File: src/rtl/patbuf_pkg.sv
// Shared types and helpers for the PAT pattern-buffer loader.
package patbuf_pkg;

    typedef enum logic [1:0] {
        HDR  = 2'd0,
        LEN  = 2'd1,
        DATA = 2'd2,
        DONE = 2'd3
    } loader_state_t;

    // The bank select lives in the top bit of the header byte.
    function automatic int hdr_bank_bit(input int d_width);
        return d_width - 1;
    endfunction

endpackage

File: src/rtl/patbuf_loader_if.sv
// Byte-stream valid/ready channel feeding the pattern-buffer loader.
interface patbuf_loader_if #(
    parameter int d_width = 8
);
    logic [d_width-1:0] in_data;
    logic               in_valid;
    logic               in_ready;

    modport master (output in_data, output in_valid, input in_ready);
    modport slave  (input in_data, input in_valid, output in_ready);
endinterface

File: src/rtl/patbuf_flags.sv
// Loaded-flag vectors for both pattern-buffer banks with clear/release/set arbitration.
module patbuf_flags #(
    parameter int bufp_width = 3
) (
    input  logic                    clk,
    input  logic                    reset,
    input  logic                    set_en,
    input  logic                    set_bank,
    input  logic [bufp_width-1:0]   set_bufp,
    input  logic                    clr_en,
    input  logic                    clr_bank,
    input  logic [bufp_width-1:0]   clr_bufp,
    input  logic                    release_en,
    input  logic                    release_bank,
    input  logic [bufp_width-1:0]   release_bufp,
    output logic [2**bufp_width-1:0] loaded_low,
    output logic [2**bufp_width-1:0] loaded_high
);

    logic [2**bufp_width-1:0] next_low;
    logic [2**bufp_width-1:0] next_high;

    // Clears are applied first so a set on the same buffer in the same cycle wins.
    always_comb begin
        next_low  = loaded_low;
        next_high = loaded_high;
        if (clr_en) begin
            if (clr_bank) next_high[clr_bufp] = 1'b0;
            else          next_low[clr_bufp]  = 1'b0;
        end
        if (release_en) begin
            if (release_bank) next_high[release_bufp] = 1'b0;
            else              next_low[release_bufp]  = 1'b0;
        end
        if (set_en) begin
            if (set_bank) next_high[set_bufp] = 1'b1;
            else          next_low[set_bufp]  = 1'b1;
        end
    end

    always_ff @(posedge clk or negedge reset) begin
        if (!reset) begin
            loaded_low  <= '0;
            loaded_high <= '0;
        end else begin
            loaded_low  <= next_low;
            loaded_high <= next_high;
        end
    end

endmodule

File: src/rtl/patbuf_loader.sv
// Decodes header/length/payload frames and writes them into the low or high pattern buffer bank.
module patbuf_loader
    import patbuf_pkg::*;
#(
    parameter int d_width      = 8,
    parameter int bufp_width   = 3,
    parameter int fieldp_width = 5
) (
    input  logic                               clk,
    input  logic                               reset,
    patbuf_loader_if.slave                     stream,
    output logic [bufp_width+fieldp_width-1:0] buf_fieldwp,
    output logic [d_width-1:0]                 field_in,
    output logic                               field_write_en_low,
    output logic                               field_write_en_high,
    output logic [2**bufp_width-1:0]           loaded_low,
    output logic [2**bufp_width-1:0]           loaded_high,
    output logic                               load_done,
    input  logic                               release_en,
    input  logic                               release_bank,
    input  logic [bufp_width-1:0]              release_bufp
);

    localparam int bank_bit = hdr_bank_bit(d_width);

    loader_state_t           state;
    logic                    ready;
    logic                    bank;
    logic [bufp_width-1:0]   bufp;
    logic [fieldp_width-1:0] field_cnt;
    logic [fieldp_width-1:0] last_field;
    logic                    xfer;
    logic                    hdr_clr;

    assign stream.in_ready = ready;
    assign xfer            = stream.in_valid && ready;
    // The target flag drops on the header edge so a half-rewritten buffer is never seen as loaded.
    assign hdr_clr         = (state == HDR) && xfer;

    always_ff @(posedge clk or negedge reset) begin
        if (!reset) begin
            state               <= HDR;
            ready               <= 1'b1;
            bank                <= 1'b0;
            bufp                <= '0;
            field_cnt           <= '0;
            last_field          <= '0;
            buf_fieldwp         <= '0;
            field_in            <= '0;
            field_write_en_low  <= 1'b0;
            field_write_en_high <= 1'b0;
            load_done           <= 1'b0;
        end else begin
            field_write_en_low  <= 1'b0;
            field_write_en_high <= 1'b0;
            load_done           <= 1'b0;
            case (state)
                HDR: begin
                    if (xfer) begin
                        bank  <= stream.in_data[bank_bit];
                        bufp  <= stream.in_data[bufp_width-1:0];
                        state <= LEN;
                    end
                end
                LEN: begin
                    if (xfer) begin
                        last_field <= stream.in_data[fieldp_width-1:0];
                        field_cnt  <= '0;
                        state      <= DATA;
                    end
                end
                DATA: begin
                    if (xfer) begin
                        buf_fieldwp         <= {bufp, field_cnt};
                        field_in            <= stream.in_data;
                        field_write_en_low  <= !bank;
                        field_write_en_high <= bank;
                        field_cnt           <= field_cnt + 1'b1;
                        if (field_cnt == last_field) begin
                            state <= DONE;
                            ready <= 1'b0;
                        end
                    end
                end
                DONE: begin
                    state     <= HDR;
                    ready     <= 1'b1;
                    load_done <= 1'b1;
                end
                default: begin
                    state <= HDR;
                    ready <= 1'b1;
                end
            endcase
        end
    end

    patbuf_flags #(
        .bufp_width (bufp_width)
    ) u_flags (
        .clk          (clk),
        .reset        (reset),
        .set_en       (state == DONE),
        .set_bank     (bank),
        .set_bufp     (bufp),
        .clr_en       (hdr_clr),
        .clr_bank     (stream.in_data[bank_bit]),
        .clr_bufp     (stream.in_data[bufp_width-1:0]),
        .release_en   (release_en),
        .release_bank (release_bank),
        .release_bufp (release_bufp),
        .loaded_low   (loaded_low),
        .loaded_high  (loaded_high)
    );

endmodule

File: src/flat_wrapper.sv
// flat-port wrapper written by rule: the top's interface ports become plain ports
module patbuf_loader_flat import patbuf_pkg::*;
#(
    parameter int d_width      = 8,
    parameter int bufp_width   = 3,
    parameter int fieldp_width = 5
)
  (clk, reset, buf_fieldwp, field_in, field_write_en_low, field_write_en_high, loaded_low, loaded_high, load_done, release_en, release_bank, release_bufp, stream_in_data, stream_in_valid, stream_in_ready);
  patbuf_loader_if #(.d_width(d_width)) stream_i ();
  input  logic clk;
  input  logic reset;
  output logic [bufp_width+fieldp_width-1:0] buf_fieldwp;
  output logic [d_width-1:0] field_in;
  output logic field_write_en_low;
  output logic field_write_en_high;
  output logic [2**bufp_width-1:0] loaded_low;
  output logic [2**bufp_width-1:0] loaded_high;
  output logic load_done;
  input  logic release_en;
  input  logic release_bank;
  input  logic [bufp_width-1:0] release_bufp;
  input wire logic [$bits(stream_i.in_data)-1:0] stream_in_data;
  input wire logic [$bits(stream_i.in_valid)-1:0] stream_in_valid;
  output wire logic [$bits(stream_i.in_ready)-1:0] stream_in_ready;
  assign stream_i.in_data = stream_in_data;
  assign stream_i.in_valid = stream_in_valid;
  assign stream_in_ready = stream_i.in_ready;
  patbuf_loader #(.d_width(d_width), .bufp_width(bufp_width), .fieldp_width(fieldp_width)) u_core (.clk(clk), .reset(reset), .stream(stream_i), .buf_fieldwp(buf_fieldwp), .field_in(field_in), .field_write_en_low(field_write_en_low), .field_write_en_high(field_write_en_high), .loaded_low(loaded_low), .loaded_high(loaded_high), .load_done(load_done), .release_en(release_en), .release_bank(release_bank), .release_bufp(release_bufp));
endmodule
File: config.mk
export PLATFORM = sky130hd
export DESIGN_NAME = patbuf_loader_flat
export DESIGN_NICKNAME = d
export VERILOG_FILES = /design/src/rtl/patbuf_pkg.sv /design/src/rtl/patbuf_loader_if.sv /design/src/rtl/patbuf_flags.sv /design/src/rtl/patbuf_loader.sv /design/src/flat_wrapper.sv
export SDC_FILE = /design/constraint.sdc
export NUM_CORES = 1
export LEC_CHECK = 0
export BUFFER_PORTS_ARGS = -buffer_cell sky130_fd_sc_hd__buf_4
export CAP_MARGIN = 30
export CORE_ASPECT_RATIO = 0.5
export CORE_MARGIN = 5
export CORE_UTILIZATION = 58
export CTS_CLUSTER_DIAMETER = 30
export DETAILED_ROUTE_END_ITERATION = 8
export PLACE_DENSITY = 0.95
export SLEW_MARGIN = 10
export SYNTH_ARGS = -nofsm -noshare
export SYNTH_HDL_FRONTEND = slang
export SYNTH_SLANG_ARGS = --single-unit
File: constraint.sdc
create_clock -name clk -period 5.1 [get_ports clk]
set_input_delay 0.255 -clock clk [delete_from_list [all_inputs] [get_ports clk]]
set_output_delay 0.255 -clock clk [all_outputs]
set_load 0.05 [all_outputs]
==> flow_summary.ini, run 1 <==
[outcome]
status = finished, final reports clean

[synthesis]
synth_cells = 204
yosys-top-cells-area = dfrtp_1 (54%), mux2_2 (11%), o21ai_0 (4.0%), ha_1 (3.2%), o221ai_1 (2.6%)
yosysTopAreaCell = dfrtp_1
syn_area_um2 = 2370
synthDominantCellAreaShare_pct = 53.7
seq_area_frac_synth_pct = 54.8
synthesis.nets = 226
ys_ff_latch = 52
netlist-cell-type-count = 34
synth_warnings = 0
postSynthAreaPerCell_um2 = 11.6

[routing]
dr.pass1.iters = 4
drt-wirelength-per-cell_um = 18.6
finalWirelength_um = 5770
drt_iter0_drc = 173
drtAntennaViolNets = 0
viasPerCell = 6.07
via_count = 1881
drc_errors = 0

[worst_hold_path]
hp-class = primary input to flip-flop
min_from = stream_in_data[5]
holdPathEnd = u_core.field_in[5]
hold_depth = 2

[die]
start_util_pct = 60.5
fp.dieH_um = 55.2
core_area_um2 = 3920
core.rowCount = 16
die_x_um = 100
dieArea_um2 = 5550
io_pins = 52

[clock_tree]
clockBufferDepth = 2
cts.sinks = 52
cts_setup_buffers = 0
path_clk_slew_ns = 0.09
clkLatencyLatePin_ns = 0.31
root_buffer = clkbuf_8
cts_tree = yes
htree_num_levels = 2
cts_buffers = 5

[critical_path]
r2r-start = u_core.state[1]
max_stage_delay_ns = 0.44
path_buf_inv = 1
critical_path.top_delay_family = simple AND/OR/NAND/NOR gates
cp.arrival_ns = 2.03
criticalPathCategory = flip-flop to flip-flop
reg2reg_slack_ns = 3.26
critical_path_required_ns = 5.29
endpoint_kind = flip-flop
cp-start-kind = flip-flop
crit_fanout = 6
regToRegEndpoint = u_core.u_flags.loaded_low[6]
crit_cells = 6
rr_worst_depth = 6
crit_slowest_cell = dfrtp_1
cp_cell_sequence = inv_1 -> ha_1 -> nand3_1 -> or3_1 -> o221ai_1 -> o21ai_0

[sta]
worst-slew-pin-transition_ns = 0.637
min_period_over_period_pct = 36.2
hold_violations = 0
setup_viol = 0
slew_violations = 0
clock_skew_ns = 0.0111
fin_tns_setup_ns = 0
fmax_mhz = 542
maxSlewHeadroom_pct = 57.5
min_period_ns = 1.84
grt_setup_unrepaired = false

[power_and_ir_drop]
power_mw = 0.912
power.density_nw_per_um2 = 312
leakagePower_nw = 1.46
peakVddDrop_mv = 0.150

[cells_and_area]
syn2layout_area_growth_pct = 23.1
fillers = 251
layout-drive-gt1-share_pct = 34.8
fin_nets = 277
antenna_cells = 0
fin_area_um2 = 2920

[place]
port_buffers = 51
place_congestion = 0.946
placedInstanceArea_um2 = 2780
dpl.hpwl_um = 3970

[global_route]
grt_pass1_wl_um = 9470
antenna_found_initial = 0
grt_max_degree = 53
grt_pass1_vias = 1885
gr-total-overflow = 0
track_usage_pct = 21.2

[run]
cap_violations = 0
-- kinds of logic after synthesis --
family | share of synthesized area [%]
adder cells (fa/ha/maj) | 3.16
flip-flops | 54.8
XOR/XNOR | 2.95
AO/OA/AOI/OAI | 11.4
buffers and inverters | 2.53
multiplexers | 11.8
AND/OR/NAND/NOR | 13.3
-- placed cells by master (no fill, tap or decap), types with 2 or more instances in the layout --
| master | synthesis | routed |
|---|---|---|
| buf_4 | 0 | 51 |
| clkbuf_8 | 0 | 5 |
| dfrtp_1 | 51 | 51 |
| ha_1 | 6 | 6 |
| inv_1 | 5 | 5 |
| mux2_2 | 24 | 24 |
| nand2_1 | 11 | 11 |
| nand2b_1 | 7 | 7 |
| nand3_1 | 10 | 10 |
| nand3b_1 | 5 | 5 |
| nand4_1 | 3 | 3 |
| nor2_1 | 6 | 6 |
| nor3_1 | 5 | 5 |
| nor4_1 | 2 | 2 |
| nor4b_1 | 2 | 2 |
| o21ai_0 | 19 | 19 |
| o221ai_1 | 7 | 7 |
| o22ai_1 | 9 | 9 |
| or2_2 | 2 | 2 |
| xor2_1 | 7 | 7 |
-- registers in the layout, indices dropped and copies added, names as in the netlist --
name,flops
u_core.buf_fieldwp,8
u_core.state,2
u_core.field_cnt,5
u_core.last_field,5
u_core.load_done,1
u_core.field_write_en_high,1
u_core.u_flags.loaded_low,8
u_core.bufp,3
u_core.field_write_en_low,1
u_core.bank,1
u_core.field_in,8
u_core.stream.in_ready,1
u_core.u_flags.loaded_high,8
-- Yosys cell counts, drive strengths merged --
library cell,count
ha,6
inv,5
o22ai,9
buf,6
dfstp,1
nand2b,7
o21ai,19
mux2i,1
o221ai,7
nor4,3
a311o,1
mux2,24
nor4b,2
or2,2
dfrtp,51
nand2,11
nor2,6
a21o,1
and3,1
a31oi,1
a2bb2oi,1
o31a,1
nor3,5
nand3b,5
clkbuf,3
or3b,1
xnor2,1
nand3,10
xor2,7
or3,1
o31ai,1
nand4,3
o211a,1
-- worst max path at each step --
stage | start | end | slack, ns
final | u_core.state[1] | u_core.u_flags.loaded_low[6] | 3.26
after global routing | u_core.state[0] | u_core.u_flags.loaded_high[1] | 3.11
after CTS | u_core.state[0] | u_core.field_in[0] | 2.82
after detailed placement | u_core.state[0] | u_core.field_in[4] | 2.80
after global placement | u_core.state[0] | u_core.field_in[3] | 2.99
after floorplan | u_core.stream.in_ready | u_core.u_flags.loaded_low[2] | 3.32
-- cell type report --
cell class | count | area [um2] | area share [%]
clock buffers | 5 | 68.8 | 2.35
clock inverters | 3 | 46.3 | 1.58
inverters | 5 | 18.8 | 0.642
multi-input cells | 138 | 1010 | 34.6
flip-flops and latches | 52 | 1300 | 44.5
well taps | 54 | 67.6 | 2.31
repair buffers | 53 | 408 | 13.9
-- metal layers --
metal | track usage, % | part of all wire (%) | vias to the layer above
met2 | 34.7 | 50 | 109
li1 | - | - | 850
met4 | 7.49 | 1.9 | 0
met3 | 4.52 | 8.1 | 16
met5 | 0 | 0 | -
met1 | 28.1 | 40 | 906
-- where the power goes --
part / internal [mW] / total, mW / switching [mW]
Combinational: 0.0515 / 0.176 / 0.124
Clock: 0.148 / 0.289 / 0.141
Sequential: 0.434 / 0.448 / 0.0131
Total: 0.634 / 0.912 / 0.279
-- metrics by stage --
step                      instances  worst slack (ns)  utilization [%]  hold WS [ns]
after floorplan                 204              3.32                -       -0.0406
after global placement          300              2.99             71.0         0.304
after detailed placement        300              2.80             71.0         0.318
after CTS                       309              2.82             74.1         0.169
after global routing            310              3.11             74.5         0.162
final                           310              3.26             74.5         0.169
-- timing repair --
action                                 4_1_cts  5_1_grt
gates resized for setup                      0        0
endpoints found under the hold margin       51        0
hold buffers                                 1        0
(Power assumes the default switching activity.)
==> run 2, diff against run 1 <==
--- a/config.mk
+++ b/config.mk
@@ -9,10 +9,10 @@
 export CAP_MARGIN = 30
 export CORE_ASPECT_RATIO = 0.5
 export CORE_MARGIN = 5
-export CORE_UTILIZATION = 58
+export CORE_UTILIZATION = 53
 export CTS_CLUSTER_DIAMETER = 30
 export DETAILED_ROUTE_END_ITERATION = 8
-export PLACE_DENSITY = 0.95
+export PLACE_DENSITY = 0.9
 export SLEW_MARGIN = 10
 export SYNTH_ARGS = -nofsm -noshare
 export SYNTH_HDL_FRONTEND = slang
==> constraint.sdc (replaced) <==
create_clock -name clk -period 1.8 [get_ports clk]
set_input_delay 0.09 -clock clk [delete_from_list [all_inputs] [get_ports clk]]
set_output_delay 0.09 -clock clk [all_outputs]
set_load 0.05 [all_outputs]
==> run 2 against run 1 <==
Clock power up 130%; count of clock-buffer cells in the layout unchanged; non-clock buffer count up 2; critical path depth unchanged; register-to-register slack worse by 3.1 ns; critical endpoint unchanged.
==> flow_summary.ini, run 2 (synthesized netlist as in run 1, its figures left out) <==
[outcome]
status = finished, final reports clean

[critical_path]
reg2reg_slack_ns = 0.12
criticalPathCategory = flip-flop to flip-flop
endpoint_kind = flip-flop
critical_path_required_ns = 1.98
cp.arrival_ns = 1.86
crit_fanout = 6
cp-start-kind = flip-flop

[routing]
drt-wirelength-per-cell_um = 17.2
dr.pass1.iters = 4
finalWirelength_um = 5400
drt_iter0_drc = 103
via_count = 1807
viasPerCell = 5.74
drc_errors = 0
drtAntennaViolNets = 0

[clock_tree]
clockBufferDepth = 2
htree_num_levels = 2
cts_tree = yes
clkLatencyLatePin_ns = 0.31
cts.sinks = 52
root_buffer = clkbuf_8
cts_buffers = 5
path_clk_slew_ns = 0.10
cts_setup_buffers = 0

[sta]
hold_violations = 0
worst_slack_ns = 0.122
clock_skew_ns = 0.00718
slew_violations = 0
fin_tns_setup_ns = 0
min_period_over_period_pct = 93.2
worst_hold_slack_ns = 0.00666
min_period_ns = 1.68
maxSlewHeadroom_pct = 58.0
worst-slew-pin-transition_ns = 0.630
setup_viol = 0
fmax_mhz = 596
grt_setup_unrepaired = false

[global_route]
gr-total-overflow = 0
grt_pass1_vias = 1871
grt_pass1_wl_um = 9110
track_usage_pct = 19.0
grt_max_degree = 53
antenna_found_initial = 0

[run]
cap_violations = 0

[power_and_ir_drop]
peakVddDrop_mv = 0.419
clockPowerShare_pct = 27.5
power.density_nw_per_um2 = 831
leakagePower_nw = 1.46
power_frac_seq_pct = 52.1
power_mw = 2.43
p_sw_mw = 0.779
internal-power_mw = 1.65
p_comb_share_pct = 20.4
p_sw_share_pct = 32.0

[cells_and_area]
syn2layout_area_growth_pct = 23.2
final_util_pct = 67.1
layout_common_cells = buf_4 (54), dfrtp_1 (50), mux2_2 (24)
antenna_cells = 0
layout-drive-gt1-share_pct = 37.6
final_common_cell = buf_4
fin_nets = 279

[place]
place_congestion = 0.921
port_buffers = 51
dpl.hpwl_um = 3940
dp_slack_ns = 0.0881

[die]
dieArea_um2 = 6000
core_area_um2 = 4360
fp.dieH_um = 57.3
io_pins = 52
die_x_um = 105
start_util_pct = 54.5
core.rowCount = 17

[worst_hold_path]
hp-class = primary input to flip-flop
run 2: changes by cell type in the layout (fill, tap and decap cells not counted), sizes merged:
cell / change
bufinv: -1
clkinvlp: +1
buf: +2
inv: -1
clkinv: +1
run 2: final cells by class:
type,instances,area (um2)
timing repair buffer,55,415
sequential,52,1300
clock inverter,3,23.8
inverter,5,18.8
clock buffer,5,68.8
multi-input combinational,138,1020
fill,323,1440
tap,57,71.3
run 2: timing repair:
| item | 4_1_cts | 5_1_grt |
|---|---|---|
| resized for setup | 0 | 6 |
| endpoints found under the hold margin | 51 | 0 |
| setup endpoints to repair | 0 | 10 |
| hold buffers | 1 | 0 |
run 2: critical path: stages (launching register included):
cell and delay (ns):
dfrtp_2 0.45, inv_1 0.11, ha_2 0.20, nand3_1 0.11
or3_4 0.36, o221ai_1 0.19, o21ai_0 0.12
run 2: power groups by stage:
| stage | Sequential [mW] | Clock, mW | Combinational, mW |
|---|---|---|---|
| 2_1_floorplan | 1.51 | 0 | 0.0796 |
| 3_3_place_gp | 1.29 | 0 | 0.491 |
| 3_5_place_dp | 1.29 | 0 | 0.496 |
| 4_1_cts | 1.27 | 0.678 | 0.498 |
| 5_1_grt | 1.27 | 0.737 | 0.524 |
| 6_report | 1.27 | 0.669 | 0.496 |
run 2: worst paths after layout:
| kind | start | depth (start not counted) | to |
|---|---|---|---|
| max in group asynchronous | reset | 2 | u_core.state[1] |
| min in group asynchronous | reset | 2 | u_core.buf_fieldwp[4] |
| worst min-delay path | stream_in_data[5] | 2 | u_core.field_in[5] |
| worst max-delay path | u_core.state[1] | 6 | u_core.u_flags.loaded_low[6] |
| worst max register to register | u_core.state[1] | 6 | u_core.u_flags.loaded_low[6] |
| worst min register to register | u_core.bank | 1 | u_core.field_write_en_low |
run 2: through the flow:
stage                     cells  cell area [um2]
after global routing        315             2930
final                       315             2930
after CTS                   315             2910
after detailed placement    306             2810
after floorplan             204             2370
after global placement      306             2810
run 2: metal layers:
| metal | up-vias | track usage, % | part of all wire, % | wire [um] |
|---|---|---|---|---|
| li1 | 852 | - | - | - |
| met1 | 882 | 24.5 | 43 | 2340 |
| met2 | 59 | 31.1 | 49 | 2640 |
| met3 | 14 | 4.52 | 5.7 | 309 |
| met4 | 0 | 8.20 | 2.2 | 118 |
| met5 | - | 0 | 0 | 0 |
==> run 3, diff against run 2 <==
--- a/config.mk
+++ b/config.mk
@@ -5,7 +5,7 @@
 export SDC_FILE = /design/constraint.sdc
 export NUM_CORES = 1
 export LEC_CHECK = 0
-export BUFFER_PORTS_ARGS = -buffer_cell sky130_fd_sc_hd__buf_4
+export BUFFER_PORTS_ARGS = -buffer_cell sky130_fd_sc_hd__clkbuf_2
 export CAP_MARGIN = 30
 export CORE_ASPECT_RATIO = 0.5
 export CORE_MARGIN = 5
==> run 3 against run 2 <==
Count of clock-buffer cells in the layout increased by 2; wire length increased by 8.5%; clock power up 30%; sequential cell count did not move; critical path type unchanged; largest cell class unchanged; highest routed layer unchanged.
==> flow_summary.ini, run 3 (synthesized netlist as in run 1, its figures left out) <==
[routing]
finalWirelength_um = 5860
dr.pass1.iters = 4
viasPerCell = 5.84
via_count = 1852
drtAntennaViolNets = 0
drc_errors = 0
drt_iter0_drc = 127
drt-wirelength-per-cell_um = 18.5

[sta]
clock_skew_ns = 0.00502
min_period_over_period_pct = 96.0
hold_violations = 0
worst_hold_slack_ns = 0.0114
fin_tns_setup_ns = 0
fmax_mhz = 579
maxSlewHeadroom_pct = 57.0
setup_viol = 0
worst-slew-pin-transition_ns = 0.645
slew_violations = 0
min_period_ns = 1.73

[worst_hold_path]
hp-class = primary input to flip-flop

[clock_tree]
clkLatencyLatePin_ns = 0.30
cts_tree = yes
root_buffer = clkbuf_8
cts_buffers = 5
cts.sinks = 52
clockBufferDepth = 2
path_clk_slew_ns = 0.09
htree_num_levels = 2

[die]
core.rowCount = 17
dieArea_um2 = 6000
io_pins = 52
fp.dieH_um = 57.3
start_util_pct = 54.5
die_x_um = 105
core_area_um2 = 4360

[cells_and_area]
fin_nets = 281
layout_common_cells = clkbuf_2 (51), dfrtp_1 (50), mux2_2 (24)
final_common_cell = clkbuf_2
fin_area_um2 = 2870
antenna_cells = 0
layout-drive-gt1-share_pct = 39.2
syn2layout_area_growth_pct = 21.0

[outcome]
status = finished, final reports clean

[global_route]
track_usage_pct = 20.1
grt_pass1_vias = 1919
gr-total-overflow = 0
grt_max_degree = 53
antenna_found_initial = 0
grt_pass1_wl_um = 9720

[power_and_ir_drop]
power_mw = 2.59
power.density_nw_per_um2 = 900
leakagePower_nw = 1.46
peakVddDrop_mv = 0.445

[critical_path]
cp.arrival_ns = 1.91
crit_fanout = 6
critical_path_required_ns = 1.99
cp-start-kind = flip-flop
endpoint_kind = flip-flop
criticalPathCategory = flip-flop to flip-flop

[run]
cap_violations = 0

[place]
dpl.hpwl_um = 4200
place_congestion = 0.921
placedInstanceArea_um2 = 2690
port_buffers = 51
-- run 3: routing by layer --
layer | vias up | GRT usage (%) | part of all wire, %
met3 | 7 | 5.42 | 6.8
met1 | 928 | 24.7 | 40
li1 | 857 | - | -
met4 | 0 | 6.56 | 1.1
met5 | - | 0 | 0
met2 | 60 | 35.0 | 52
-- run 3: worst max-delay path, cell delays in order, from the launching register on --
cell and delay, ns:
dfrtp_2 0.45, inv_1 0.12, ha_2 0.22, nand3_1 0.12
or3_4 0.37, o221ai_1 0.21, o21ai_0 0.11
-- run 3: area by class of cell --
| cell class | count | area [um2] |
|---|---|---|
| inverters | 5 | 18.8 |
| multi-input cells | 138 | 1050 |
| fillers | 312 | 1490 |
| clock inverters | 1 | 30.0 |
| clock buffers | 7 | 96.3 |
| flip-flops and latches | 52 | 1300 |
| well taps | 57 | 71.3 |
| repair buffers | 57 | 303 |
-- run 3: final timing paths --
kind / endpoint / depth (start not counted) / from / slack, ns
setup / recovery: u_core.u_flags.loaded_low[6] / 6 / u_core.state[1] / 0.07
min in group asynchronous: u_core.field_cnt[1] / 3 / reset / 0.43
setup reg to reg: u_core.u_flags.loaded_low[6] / 6 / u_core.state[1] / 0.07
hold / removal: u_core.field_in[5] / 2 / stream_in_data[5] / 0.01
max in group asynchronous: u_core.state[1] / 3 / reset / 0.91
hold reg to reg: u_core.buf_fieldwp[4] / 1 / u_core.buf_fieldwp[4] / 0.51
-- run 3: timing repair --
item | 4_1_cts | 5_1_grt
setup buffers | 0 | 1
endpoints found under the hold margin | 51 | 0
resized for setup | 0 | 10
hold buffers | 1 | 0
endpoints found under the setup margin | 0 | 13
-- run 3: report_power, final --
part,total [mW],leakage (nW),switching (mW),internal (mW)
clock,0.868,0.0645,0.377,0.491
combinational,0.450,0.694,0.351,0.0987
sequential,1.27,0.701,0.0372,1.23
-- run 3: metrics by stage --
step | std cells | util [%] | setup slack (ns)
2_1_floorplan | 204 | - | 0.0168
3_3_place_gp | 307 | 61.7 | 0.188
3_5_place_dp | 307 | 61.7 | 0.0744
4_1_cts | 316 | 64.8 | 0.0282
5_1_grt | 317 | 65.9 | -0.0161
6_report | 317 | 65.9 | 0.0725
